### config.mk
export PLATFORM = sky130hd
export DESIGN_NAME = ram_word_seq
export DESIGN_NICKNAME = d
export VERILOG_FILES = /design/src/rtl/ram_word_seq.sv
export SDC_FILE = /design/constraint.sdc
export NUM_CORES = 1
export LEC_CHECK = 0
export CORE_AREA = 4 4 229 231
export DETAILED_ROUTE_END_ITERATION = 10
export DIE_AREA = 0 0 233 235
export PLACE_DENSITY = 0.72
export SYNTH_ARGS = -nofsm -noshare
export SYNTH_HDL_FRONTEND = slang
export SYNTH_SLANG_ARGS = --single-unit
### constraint.sdc
create_clock -name clk -period 56.3 [get_ports clk]
set_input_delay 11.26 -clock clk [delete_from_list [all_inputs] [get_ports clk]]
set_output_delay 11.26 -clock clk [all_outputs]
set_load 0.02 [all_outputs]
### src/rtl/ram_word_seq.sv
// ram_word_seq: moves one 256-bit operand between a register and a
// 32-bit-wide RAM with a registered read port, one word per clock.
// Writes take 8 access cycles, reads take 8 access cycles plus one drain
// cycle to collect the last word, and every operation ends with a
// one-cycle done pulse.
module ram_word_seq #(
    parameter int WORDS = 8,
    parameter int AW    = 3
) (
    input  logic                  clk,
    input  logic                  rst,
    input  logic                  start,
    input  logic                  op,
    input  logic [WORDS*32-1:0]   wr_data,
    output logic [WORDS*32-1:0]   rd_data,
    output logic                  busy,
    output logic                  done,
    output logic [AW-1:0]         ram_addr,
    output logic                  ram_wr_en,
    output logic [31:0]           ram_wdata,
    input  logic [31:0]           ram_rdata
);

    typedef enum logic [2:0] {
        S_IDLE,
        S_WRITE,
        S_READ,
        S_DRAIN,
        S_DONE
    } state_t;

    localparam logic [AW-1:0] LAST = AW'(WORDS - 1);

    state_t                   r_state;
    state_t                   w_next;
    logic [AW-1:0]            r_cnt;
    logic [WORDS-1:0][31:0]   r_wbuf;
    logic [WORDS-1:0][31:0]   r_rd;
    logic                     w_accept;

    assign rd_data = r_rd;

    // State register; reset returns to IDLE immediately.
    always_ff @(posedge clk or posedge rst) begin
        if (rst) begin
            r_state <= S_IDLE;
        end else begin
            r_state <= w_next;
        end
    end

    // Next-state and RAM-side outputs, decoded purely from state and counter
    // so that reset forces every output low without waiting for a clock.
    always_comb begin
        w_next    = r_state;
        w_accept  = 1'b0;
        busy      = 1'b0;
        done      = 1'b0;
        ram_addr  = '0;
        ram_wr_en = 1'b0;
        ram_wdata = '0;
        unique case (r_state)
            S_IDLE: begin
                if (start) begin
                    w_accept = 1'b1;
                    w_next   = op ? S_WRITE : S_READ;
                end
            end
            S_WRITE: begin
                busy      = 1'b1;
                ram_addr  = r_cnt;
                ram_wr_en = 1'b1;
                ram_wdata = r_wbuf[r_cnt];
                if (r_cnt == LAST) w_next = S_DONE;
            end
            S_READ: begin
                busy     = 1'b1;
                ram_addr = r_cnt;
                if (r_cnt == LAST) w_next = S_DRAIN;
            end
            S_DRAIN: begin
                busy   = 1'b1;
                w_next = S_DONE;
            end
            S_DONE: begin
                done   = 1'b1;
                w_next = S_IDLE;
            end
            default: w_next = S_IDLE;
        endcase
    end

    // Word counter: cleared on acceptance, advances once per access cycle;
    // the wrap from LAST back to 0 coincides with leaving WRITE/READ.
    always_ff @(posedge clk or posedge rst) begin
        if (rst) begin
            r_cnt <= '0;
        end else if (w_accept) begin
            r_cnt <= '0;
        end else if (r_state == S_WRITE || r_state == S_READ) begin
            r_cnt <= r_cnt + 1'b1;
        end
    end

    // Operand latch so wr_data may change once the request is accepted.
    always_ff @(posedge clk or posedge rst) begin
        if (rst) begin
            r_wbuf <= '0;
        end else if (w_accept) begin
            r_wbuf <= wr_data;
        end
    end

    // Read assembly: RAM data lags the address by one cycle, so the word
    // addressed in the previous cycle is stored; the last word lands in DRAIN.
    always_ff @(posedge clk or posedge rst) begin
        if (rst) begin
            r_rd <= '0;
        end else if (r_state == S_READ && r_cnt != '0) begin
            r_rd[r_cnt - 1'b1] <= ram_rdata;
        end else if (r_state == S_DRAIN) begin
            r_rd[LAST] <= ram_rdata;
        end
    end

endmodule
==> results of run 1 <==
==> metal layers <==
metal,GRT usage,up-vias,routed length (µm)
met1,0.270,7082,24200
met4,0.0784,34,2130
li1,-,6024,-
met3,0.0888,139,5930
met5,0,-,253
met2,0.378,482,31000
==> report_power, final <==
part           internal (µW)  switching (µW)  total [µW]  leakage, µW
Combinational            441             369         809      0.00557
Clock                    225             146         371     0.000922
Sequential               550             106         656      0.00630
Total                   1220             620        1840       0.0128
==> cells in the mapped netlist (2+ instances only) <==
cell,number,area [µm²]
nor3_1,3,15.0
dfrtp_1,518,13000
nand2_1,37,139
nor2_1,43,161
mux2_4,30,450
clkbuf_1,25,93.8
inv_1,37,139
buf_1,3,11.3
buf_4,5,37.5
buf_6,3,33.8
xor2_1,2,17.5
nand3_2,2,20.0
ha_1,4,50.1
mux2_1,7,78.8
nand2b_1,3,18.8
mux4_2,64,1440
a21oi_1,3,15.0
mux2_2,443,4990
buf_2,48,240
o21ai_0,2,10.0
mux2i_1,64,641
==> flip-flops by register name (all words and copies together), names as in the netlist <==
| signal | count |
|---|---|
| r_wbuf | 256 |
| rd_data | 256 |
| r_cnt | 3 |
| r_state | 3 |
==> worst max-delay path, cell delays in order, from the launching register on <==
cell	delay, ns
dfrtp_4	0.79
buf_4	0.79
mux4_2	0.61
mux2i_1	0.18
nor2_1	0.06
clkdlybuf4s50_1	0.63
==> logic make-up after synthesis <==
family,Yosys count
AO/OA/AOI/OAI,9
AND/OR/NAND/NOR,96
multiplexers,608
XOR/XNOR,3
flip-flops,518
buffers and inverters,121
adder cells (fa/ha/maj),4
==> layout make-up <==
class,instances,area share
multi-input combinational,720,0.274
inverter,37,0.00486
tap,672,0.0279
timing repair buffer,601,0.199
clock inverter,14,0.00673
sequential,518,0.431
clock buffer,86,0.0553
antenna,17,0.00141
==> placed cells by master, fill, tap and decap left out, drive strengths merged, types with 4 or more instances in the layout <==
cell	count
buf	16
bufinv	5
clkbuf	86
clkdlybuf4s50	585
clkinv	8
dfrtp	518
diode	17
ha	4
inv	38
mux2	480
mux2i	64
mux4	64
nand2	37
nor2	43
==> through the flow <==
step | area, µm² | utilization | setup slack [ns] | total power (µW) | std cells
final | 30100 | 0.601 | 41.30 | 1840 | 2665
after global routing | 30100 | 0.601 | 41.02 | 1930 | 2661
after floorplan | 21700 | - | 30.57 | 1130 | 1359
after CTS | 30100 | 0.601 | 41.19 | 1860 | 2648
after global placement | 28200 | 0.563 | 41.89 | 1450 | 2548
after detailed placement | 28200 | 0.563 | 41.86 | 1480 | 2548
==> how the worst max path moves through the flow <==
stage / cells after the start / slack, ns / to / startpoint
2_1_floorplan: 1 / 30.57 / r_cnt[0]$_DFFE_PP0P_ / rst
3_3_place_gp: 5 / 41.89 / ram_wdata[22] / r_cnt[0]$_DFFE_PP0P_
3_5_place_dp: 5 / 41.86 / ram_wdata[22] / r_cnt[0]$_DFFE_PP0P_
4_1_cts: 5 / 41.19 / ram_wdata[29] / r_cnt[0]$_DFFE_PP0P_
5_1_grt: 5 / 41.02 / ram_wdata[26] / r_cnt[0]$_DFFE_PP0P_
6_report: 5 / 41.30 / ram_wdata[29] / r_cnt[0]$_DFFE_PP0P_
==> key figures, run 1 <==
Setup path
  • WS Path Type: reg2out
  • Worst setup SP type: flop
  • Reg2Reg Depth: 7
  • Crit-path max FO: 42
  • WP data arrival: 3.74 ns
  • CP Data Required Time: 45.04 ns
  • R2R Setup Slk: roughly 53 ns
  • Reg2reg start: r_cnt[0]$_DFFE_PP0P_
  • Crit. End Element: output pin
  • Reg2reg end: rd_data[20]$_DFFE_PP0P_

STA
  • Final setup TNS: 0 ns
  • Fmax: 66.7 MHz
  • RSZ-0062 raised after global routing: no
  • Slew Limit Headroom: 0.233
  • WHS: 0.492 ns
  • Final Cycle Share: 0.266
  • Worst-Margin Slew: 1.15 ns
  • Final hold vios: 0
  • Fin. max-slew vios: 0
  • Tmin final: 15.00 ns
  • # setup viols final: 0
  • Clock Skew: 0.0243 ns

Yosys
  • Synth Warn #: 0
  • Synth cell types: 34
  • Adder-cell area share of the yosys netlist: 0.00231
  • Synthesized flop and latch total: 518
  • Post-synth EDFFs: 0
  • Top FF cell, synth: dfrtp_1
  • Area of the mapped netlist: 21700 µm²
  • Largest family of logic cells by synthesized area: multiplexers
  • XOR/XNOR share of the synthesized area: 0.00121
  • Simple-Gate Fraction of Synth Area: 0.0198
  • Compound-Gate Fraction of Synth Area: 0.00334
  • Mux contribution to synthesized area: 0.350
  • Post-Syn Instances: around 1.4k
  • Syn Area/Cell: 16.0 µm²
  • Sequential element share of the synthesized area: 0.597
  • Syn nets: 1655
  • Ys async rst share: 1.00

GRT
  • Grt total ovfl: 0
  • Initial antenna violation count: 33
  • First-pass GRT wire length: 95100 µm
  • Vias in the first global route: 15.0k
  • Pin count of the biggest net entering global routing: 181
  • Total track usage: 0.227

Floorplan
  • Die X: 233 µm
  • Core Box Area: 50100 µm²
  • Die area: 54800 µm²
  • Io pins: ~600
  • Die height: 235 µm
  • Cell Rows: 82
  • Starting Density: 0.433

Flow run
  • Max Cap Violations: 0

Final layout
  • Share of layout cells above drive strength 1: 0.331
  • Fillers: 3982
  • Area delta synth->final: 38.8%
  • Area of the multi-input gates: 8240 µm²
  • Nets: 2229
  • FF+latch area: 13000 µm²

Clock network
  • Resize count post-CTS: 0
  • CTS H-tree lvls: 2
  • CTS Hold Bufs: 0
  • CTS tree: done
  • CTS sink cnt: 518
  • Clk Latency, worst-skew pair: about 0.6 ns
  • CTS root buf: clkbuf_16
  • CTS max path bufs: 3
  • Reg clk slew, reported paths: ~0.06 ns
  • Post-CTS Setup Bufs: 0
  • CTS buffer count: 55

Route
  • Final wirelength: 63500 µm
  • DR iter-0 viols: 690
  • Via count: ~14k
  • Antenna viol nets, final: 0
  • DRC: 0
  • Via/cell ratio: 5.16
  • Drt pass-1 iters: 4
  • Drt wl/cell: 23.8 µm

Worst hold path
  • Hold Path Sink: r_wbuf[230]$_DFFE_PP0P_
  • Hold path depth: 1
  • Min-delay src: r_wbuf[230]$_DFFE_PP0P_
  • Worst hold path class: reg2reg

Placed design
  • Routability cong.: between 0.8 and 0.9
  • Post-DP HPWL: 45300 µm
  • Port buffer count: approximately 600

Run status
  • Status: finished clean

Power and ir drop
  • Worst IR drop on VDD: 0.0336 mV
  • Reported leakage power: 0.0128 µW
  • Pwr dens: 61.0 nW/µm²
Power figures use the tool's default switching activity.
==> run 2: changes to the inputs <==
==> config.mk (replaced) <==
export PLATFORM = sky130hd
export DESIGN_NAME = ram_word_seq
export DESIGN_NICKNAME = d
export VERILOG_FILES = /design/src/rtl/ram_word_seq.sv
export SDC_FILE = /design/constraint.sdc
export NUM_CORES = 1
export LEC_CHECK = 0
export CORE_MARGIN = 4
export CORE_UTILIZATION = 44
export DETAILED_ROUTE_END_ITERATION = 10
export PLACE_DENSITY = 0.77
export SYNTH_ARGS = -nofsm -noshare
export SYNTH_HDL_FRONTEND = slang
export SYNTH_SLANG_ARGS = --single-unit
==> constraint.sdc (replaced) <==
create_clock -name clk -period 12.1 [get_ports clk]
set_input_delay 2.42 -clock clk [delete_from_list [all_inputs] [get_ports clk]]
set_output_delay 2.42 -clock clk [all_outputs]
set_load 0.02 [all_outputs]
==> run 2 against run 1 <==
Compared with the run above:
- clock power rose to 4.5 times the previous value
- sequential power rose to 4.6 times the previous value
- clock skew fell by 0.015 ns
- critical path type unchanged
- routed wire length fell by 1.9%
- utilization rose by 1.3 points
- setup slack got worse by 35 ns
- die area fell by 3.3%
- critical path depth did not move
- sequential cell count did not move
- power rose to 4.6 times the previous value
- first-iteration DRC count rose by 2.5%
==> key figures, run 2 (synthesized netlist as in run 1, its figures left out) <==
Setup path
  • Crit-path max FO: 44 (was 42)
  • WP data arrival: 3.68 ns (was 3.74 ns)
  • Critical path, cell by cell: buf_4, mux4_2, mux2i_1, nor2_1, clkdlybuf4s50_1 (unchanged)
  • WS Path Type: reg2out (unchanged)
  • Worst setup SP type: flop (unchanged)
  • Crit path buf inv count: 2 (unchanged)
  • Top delay family on crit path: buffers and inverters (unchanged)
  • Reg2Reg Depth: 8 (was 7)
  • Crit. End Element: output pin (unchanged)
  • CP Data Required Time: 9.68 ns (was 45.04 ns)
  • Worst path depth: 5 (unchanged)
  • CP max stage cell: buf_4 (was dfrtp_4)
  • Crit path largest cell delay: 0.79 ns (about the same)

Clock network
  • CTS H-tree lvls: 2 (unchanged)
  • CTS Hold Bufs: 0 (unchanged)
  • CTS root buf: clkbuf_16 (unchanged)
  • CTS sink cnt: 518 (unchanged)
  • Clk Latency, worst-skew pair: 0.59 ns (about the same)
  • CTS buffer count: 54 (was 55)
  • Resize count post-CTS: 0 (unchanged)
  • Reg clk slew, reported paths: 0.06 ns (about the same)
  • CTS max path bufs: 3 (unchanged)
  • CTS tree: done (unchanged)
  • Post-CTS Setup Bufs: 0 (unchanged)

Floorplan
  • Starting Density: 0.444 (was 0.433)
  • Io pins: 586 (unchanged)
  • Core Box Area: 48800 µm² (was 50100 µm²)
  • Die height: 230 µm (was 235 µm)
  • Die area: 52900 µm² (was 54800 µm²)
  • Die X: 230 µm (was 233 µm)
  • Cell Rows: 81 (was 82)

STA
  • RSZ-0062 raised after global routing: no (unchanged)
  • Final hold vios: 0 (unchanged)
  • WHS: 0.502 ns (was 0.492 ns)
  • # setup viols final: 0 (unchanged)
  • Tmin final: 6.10 ns
  • Worst-Margin Slew: 1.16 ns (was 1.15 ns)
  • Fmax: 164 MHz
  • Clock Skew: 0.00941 ns (was 0.0243 ns)
  • Final setup TNS: 0 ns (unchanged)
  • Final Cycle Share: 0.504
  • Slew Limit Headroom: 0.227 (was 0.233)
  • Fin. max-slew vios: 0 (unchanged)

Placed design
  • Routability cong.: 0.840 (was 0.832)
  • Placed inst area: 28200 µm² (about the same)
  • Post-DP HPWL: 44100 µm (was 45300 µm)
  • Port buffer count: 585 (unchanged)

Final layout
  • Commonest non-fill, non-tap cells in the layout: clkdlybuf4s50_1, dfrtp_1, mux2_2 (unchanged)
  • Fin area: 30000 µm² (was 30100 µm²)
  • Final Util: 0.614 (was 0.601)
  • Area delta synth->final: 38.3% (was 38.8%)
  • Nets: 2229 (unchanged)
  • Most common cell after layout, fill and taps aside: clkdlybuf4s50_1 (unchanged)
  • Share of layout cells above drive strength 1: 0.332 (was 0.331)

Worst hold path
  • Hold path depth: 1 (unchanged)
  • Worst hold path class: reg2reg (unchanged)

Route
  • Drt pass-1 iters: 4 (unchanged)
  • Via count: 13.8k (about the same)
  • Antenna viol nets, final: 0 (unchanged)
  • DR iter-0 viols: 707 (was 690)
  • DRC: 0 (unchanged)
  • Via/cell ratio: 5.21 (was 5.16)
  • Final wirelength: 62200 µm (was 63500 µm)
  • Drt wl/cell: 23.5 µm (was 23.8 µm)

GRT
  • First-pass GRT wire length: 93900 µm (was 95100 µm)
  • Grt total ovfl: 0 (unchanged)
  • Pin count of the biggest net entering global routing: 202 (was 181)
  • Vias in the first global route: 15.1k (was 15.0k)
  • Initial antenna violation count: 18 (was 33)
  • Total track usage: 0.232 (was 0.227)

Flow run
  • Max Cap Violations: 0 (unchanged)

Power and ir drop
  • Total power: 8470 µW (was 1840 µW)
  • Pwr dens: 282 nW/µm² (was 61.0 nW/µm²)
  • Reported leakage power: 0.0128 µW (about the same)
  • Worst IR drop on VDD: 0.182 mV (was 0.0336 mV)

Run status
  • Status: finished clean (unchanged)
## run 2: cell count changes in the layout (fill, tap and decap cells not counted), sizes merged
cell / before / now
clkbuf: 86 / 81
clkinv: 8 / 9
clkinvlp: 0 / 1
inv: 38 / 37
bufinv: 5 / 3
diode: 17 / 9
buf: 16 / 17
## run 2: report_power, final
part / internal [µW] / switching, µW
sequential: 2560 / 492
clock: 983 / 674
combinational: 2060 / 1710
## run 2: final timing paths
check,end,slack [ns],start
setup / recovery,ram_wdata[24],6.00,r_cnt[0]$_DFFE_PP0P_
hold / removal,r_wbuf[117]$_DFFE_PP0P_,0.50,r_wbuf[117]$_DFFE_PP0P_
setup reg to reg,rd_data[22]$_DFFE_PP0P_,8.45,r_cnt[1]$_DFFE_PP0P_
hold reg to reg,r_wbuf[117]$_DFFE_PP0P_,0.50,r_wbuf[117]$_DFFE_PP0P_
max in group asynchronous,r_wbuf[130]$_DFFE_PP0P_,7.85,rst
min in group asynchronous,rd_data[131]$_DFFE_PP0P_,2.39,rst
## run 2: per-layer routing
layer  GRT usage  vias to the layer above  routed length, µm
li1            -                     6005                  -
met1       0.273                     7152              23500
met2       0.394                      506              30900
met3      0.0917                      107               5910
met4      0.0730                       18               1790
met5           0                        -                133
## run 2: final cells by class
class / count / area (µm²)
Inverter: 37 / 143
Multi-Input combinational cell: 720 / 8240
Clock buffer: 81 / 1620
Sequential cell: 518 / 13000
Fill cell: 3690 / 18900
Antenna cell: 9 / 22.5
Clock inverter: 13 / 148
Tap cell: 664 / 831
Timing Repair Buffer: 602 / 6020
## run 2: metrics by stage
step                std cells  setup WS (ns)
global placement         2541           6.56
finish                   2644           6.00
CTS                      2635           5.87
detailed placement       2541           6.53
global route             2641           5.71
floorplan                1359           2.64
==> run 3: changes to the inputs <==
==> config.mk (replaced) <==
export PLATFORM = sky130hd
export DESIGN_NAME = ram_word_seq
export DESIGN_NICKNAME = d
export VERILOG_FILES = /design/src/rtl/ram_word_seq.sv
export SDC_FILE = /design/constraint.sdc
export NUM_CORES = 1
export LEC_CHECK = 0
export CORE_AREA = 4 4 229 231
export DETAILED_ROUTE_END_ITERATION = 10
export DIE_AREA = 0 0 233 235
export PLACE_DENSITY = 0.72
export SYNTH_ARGS = -nofsm -noshare
export SYNTH_HDL_FRONTEND = slang
export SYNTH_SLANG_ARGS = --single-unit
==> constraint.sdc (replaced) <==
create_clock -name clk -period 6.2 [get_ports clk]
set_input_delay 1.24 -clock clk [delete_from_list [all_inputs] [get_ports clk]]
set_output_delay 1.24 -clock clk [all_outputs]
set_load 0.02 [all_outputs]
==> run 3 against run 2 <==
Compared with the run above:
- clock power grew 100%
- clock skew rose by 0.0021 ns
- sequential share of layout area fell by 0.24 points
- setup slack worse by 4.4 ns
- count of clock-buffer cells in the layout up 5
- combinational power grew 95%
- sequential cell count did not move
- critical path type unchanged
- critical endpoint is now ram_addr[0]
- largest cell class unchanged
==> key figures, run 3 (synthesized netlist as in run 1, its figures left out) <==
Run status
  • Status: finished clean (unchanged)

Final layout
  • Area delta synth->final: 39.1% (was 38.3%)
  • Nets: 2232 (was 2229)
  • Fillers: 3975 (was 3690)
  • Share of layout cells above drive strength 1: 0.335 (was 0.332)
  • Commonest non-fill, non-tap cells in the layout: clkdlybuf4s50_1, dfrtp_1, mux2_2 (unchanged)
  • Most common cell after layout, fill and taps aside: clkdlybuf4s50_1 (unchanged)
  • FF+latch area: 13000 µm² (about the same)
  • Area of the multi-input gates: 8240 µm² (unchanged)

Power and ir drop
  • Worst IR drop on VDD: 0.332 mV (was 0.182 mV)
  • Total power: 16600 µW (was 8470 µW)
  • Pwr dens: 552 nW/µm² (was 282 nW/µm²)
  • Reported leakage power: 0.0128 µW (about the same)

STA
  • Clock Skew: 0.0115 ns (was 0.00941 ns)
  • Final hold vios: 0 (unchanged)
  • Worst-Margin Slew: 1.17 ns (was 1.16 ns)
  • Slew Limit Headroom: 0.218 (was 0.227)
  • # setup viols final: 0 (unchanged)
  • Fin. max-slew vios: 0 (unchanged)
  • Final Cycle Share: 0.748
  • Fmax: 216 MHz
  • Final setup TNS: 0 ns (unchanged)
  • Tmin final: 4.64 ns
  • RSZ-0062 raised after global routing: no (unchanged)
  • Worst setup margin: 1.56 ns (was 6.00 ns)

Setup path
  • Crit-path max FO: 33 (was 44)
  • CP Data Required Time: 4.96 ns (was 9.68 ns)
  • WP data arrival: 3.40 ns (was 3.68 ns)
  • Worst setup path start: r_state[2]$_DFFE_PP0P_ (was r_cnt[0]$_DFFE_PP0P_)
  • R2R Setup Slk: 2.60 ns (was 8.45 ns)
  • Reg2reg start: r_cnt[1]$_DFFE_PP0P_ (unchanged)
  • WS Path Type: reg2out (unchanged)
  • Reg2reg end: rd_data[18]$_DFFE_PP0P_ (was rd_data[22]$_DFFE_PP0P_)
  • Reg2Reg Depth: 7 (was 8)
  • Crit. End Element: output pin (unchanged)
  • Worst setup SP type: flop (unchanged)

Route
  • Final wirelength: 62800 µm (was 62200 µm)
  • DRC: 0 (unchanged)
  • Drt pass-1 iters: 4 (unchanged)
  • Drt wl/cell: 23.6 µm (was 23.5 µm)
  • Via/cell ratio: 5.17 (was 5.21)
  • Via count: 13.8k (about the same)
  • Antenna viol nets, final: 0 (unchanged)
  • DR iter-0 viols: 756 (was 707)

Flow run
  • Max Cap Violations: 0 (unchanged)

Worst hold path
  • Min-delay src: r_wbuf[229]$_DFFE_PP0P_ (was r_wbuf[117]$_DFFE_PP0P_)
  • Hold path depth: 1 (unchanged)
  • Worst hold path class: reg2reg (unchanged)
  • Hold Path Sink: r_wbuf[229]$_DFFE_PP0P_ (was r_wbuf[117]$_DFFE_PP0P_)

Clock network
  • CTS max path bufs: 3 (unchanged)
  • CTS tree: done (unchanged)
  • Resize count post-CTS: 0 (unchanged)
  • Post-CTS Setup Bufs: 0 (unchanged)
  • Clk Latency, worst-skew pair: 0.59 ns (about the same)
  • CTS buffer count: 55 (was 54)
  • CTS sink cnt: 518 (unchanged)
  • CTS root buf: clkbuf_16 (unchanged)
  • CTS Hold Bufs: 0 (unchanged)
  • CTS H-tree lvls: 2 (unchanged)
  • Reg clk slew, reported paths: 0.06 ns (about the same)

Placed design
  • Port buffer count: 585 (unchanged)
  • Dpl ws: 2.17 ns (was 6.53 ns)
  • Routability cong.: 0.817 (was 0.840)
  • Post-DP HPWL: 45400 µm (was 44100 µm)

Floorplan
  • Die area: 54800 µm² (was 52900 µm²)
  • Die height: 235 µm (was 230 µm)
  • Io pins: 586 (unchanged)
  • Die X: 233 µm (was 230 µm)
  • Starting Density: 0.433 (was 0.444)
  • Cell Rows: 82 (was 81)
  • Core Box Area: 50100 µm² (was 48800 µm²)

GRT
  • Initial antenna violation count: 24 (was 18)
  • Vias in the first global route: 14.9k (was 15.1k)
  • Grt total ovfl: 0 (unchanged)
  • First-pass GRT wire length: 94000 µm (was 93900 µm)
  • Total track usage: 0.225 (was 0.232)
  • Pin count of the biggest net entering global routing: 161 (was 202)
-- run 3: changes by cell type in the layout (fill, tap and decap cells not counted), sizes merged --
cell      change
clkinv        -1
bufinv        +1
diode         +2
clkinvlp      +1
inv           +3
buf           +2
clkbuf        +5
-- run 3: report_power, final --
part,internal [µW],switching (µW),leakage [µW],total [µW]
Sequential,4990,958,0.00630,5950
Clock,2010,1340,0.000923,3350
Combinational,4020,3330,0.00559,7340
Total,11000,5630,0.0128,16600
-- run 3: critical path, cell delays in order (launching register included) --
cell and delay, ns:
dfrtp_1 0.56, or3b_2 0.96, inv_1 0.26, nor2_1 0.29, nor2_1 0.09, clkdlybuf4s50_1 0.64
-- run 3: per-stage QoR --
| step | cells | hold slack, ns | cell area [µm²] | utilization |
|---|---|---|---|---|
| 2_1_floorplan | 1359 | 0.453 | 21700 | - |
| 5_1_grt | 2660 | 0.507 | 30200 | 0.602 |
| 4_1_cts | 2654 | 0.493 | 30100 | 0.602 |
| 3_3_place_gp | 2551 | 0.465 | 28300 | 0.565 |
| 3_5_place_dp | 2551 | 0.475 | 28300 | 0.565 |
| 6_report | 2665 | 0.490 | 30200 | 0.603 |
-- run 3: layout make-up --
cell class                      instances  share of cell area
Clock buffer                           86              0.0551
Tap cell                              672              0.0279
Multi-Input combinational cell        720               0.273
Timing Repair Buffer                  604               0.201
Antenna cell                           11            0.000912
Inverter                               37             0.00473
Sequential cell                       518               0.430
Clock inverter                         17             0.00697
-- run 3: layer usage --
layer	up-vias	global-route usage	routed length [µm]
met4	26	0.0694	1930
met5	-	0	161
li1	6041	-	-
met3	122	0.0938	6400
met2	488	0.373	30800
met1	7107	0.266	23600
-- run 3: worst max-delay path by stage --
stage,endpoint,slack [ns],depth (start not counted)
final,ram_addr[0],1.56,5
after global routing,ram_addr[0],1.34,5
after CTS,ram_addr[0],1.51,5
after detailed placement,ram_addr[0],2.17,5
after global placement,ram_addr[0],2.25,5
after floorplan,r_cnt[0]$_DFFE_PP0P_,-2.08,1
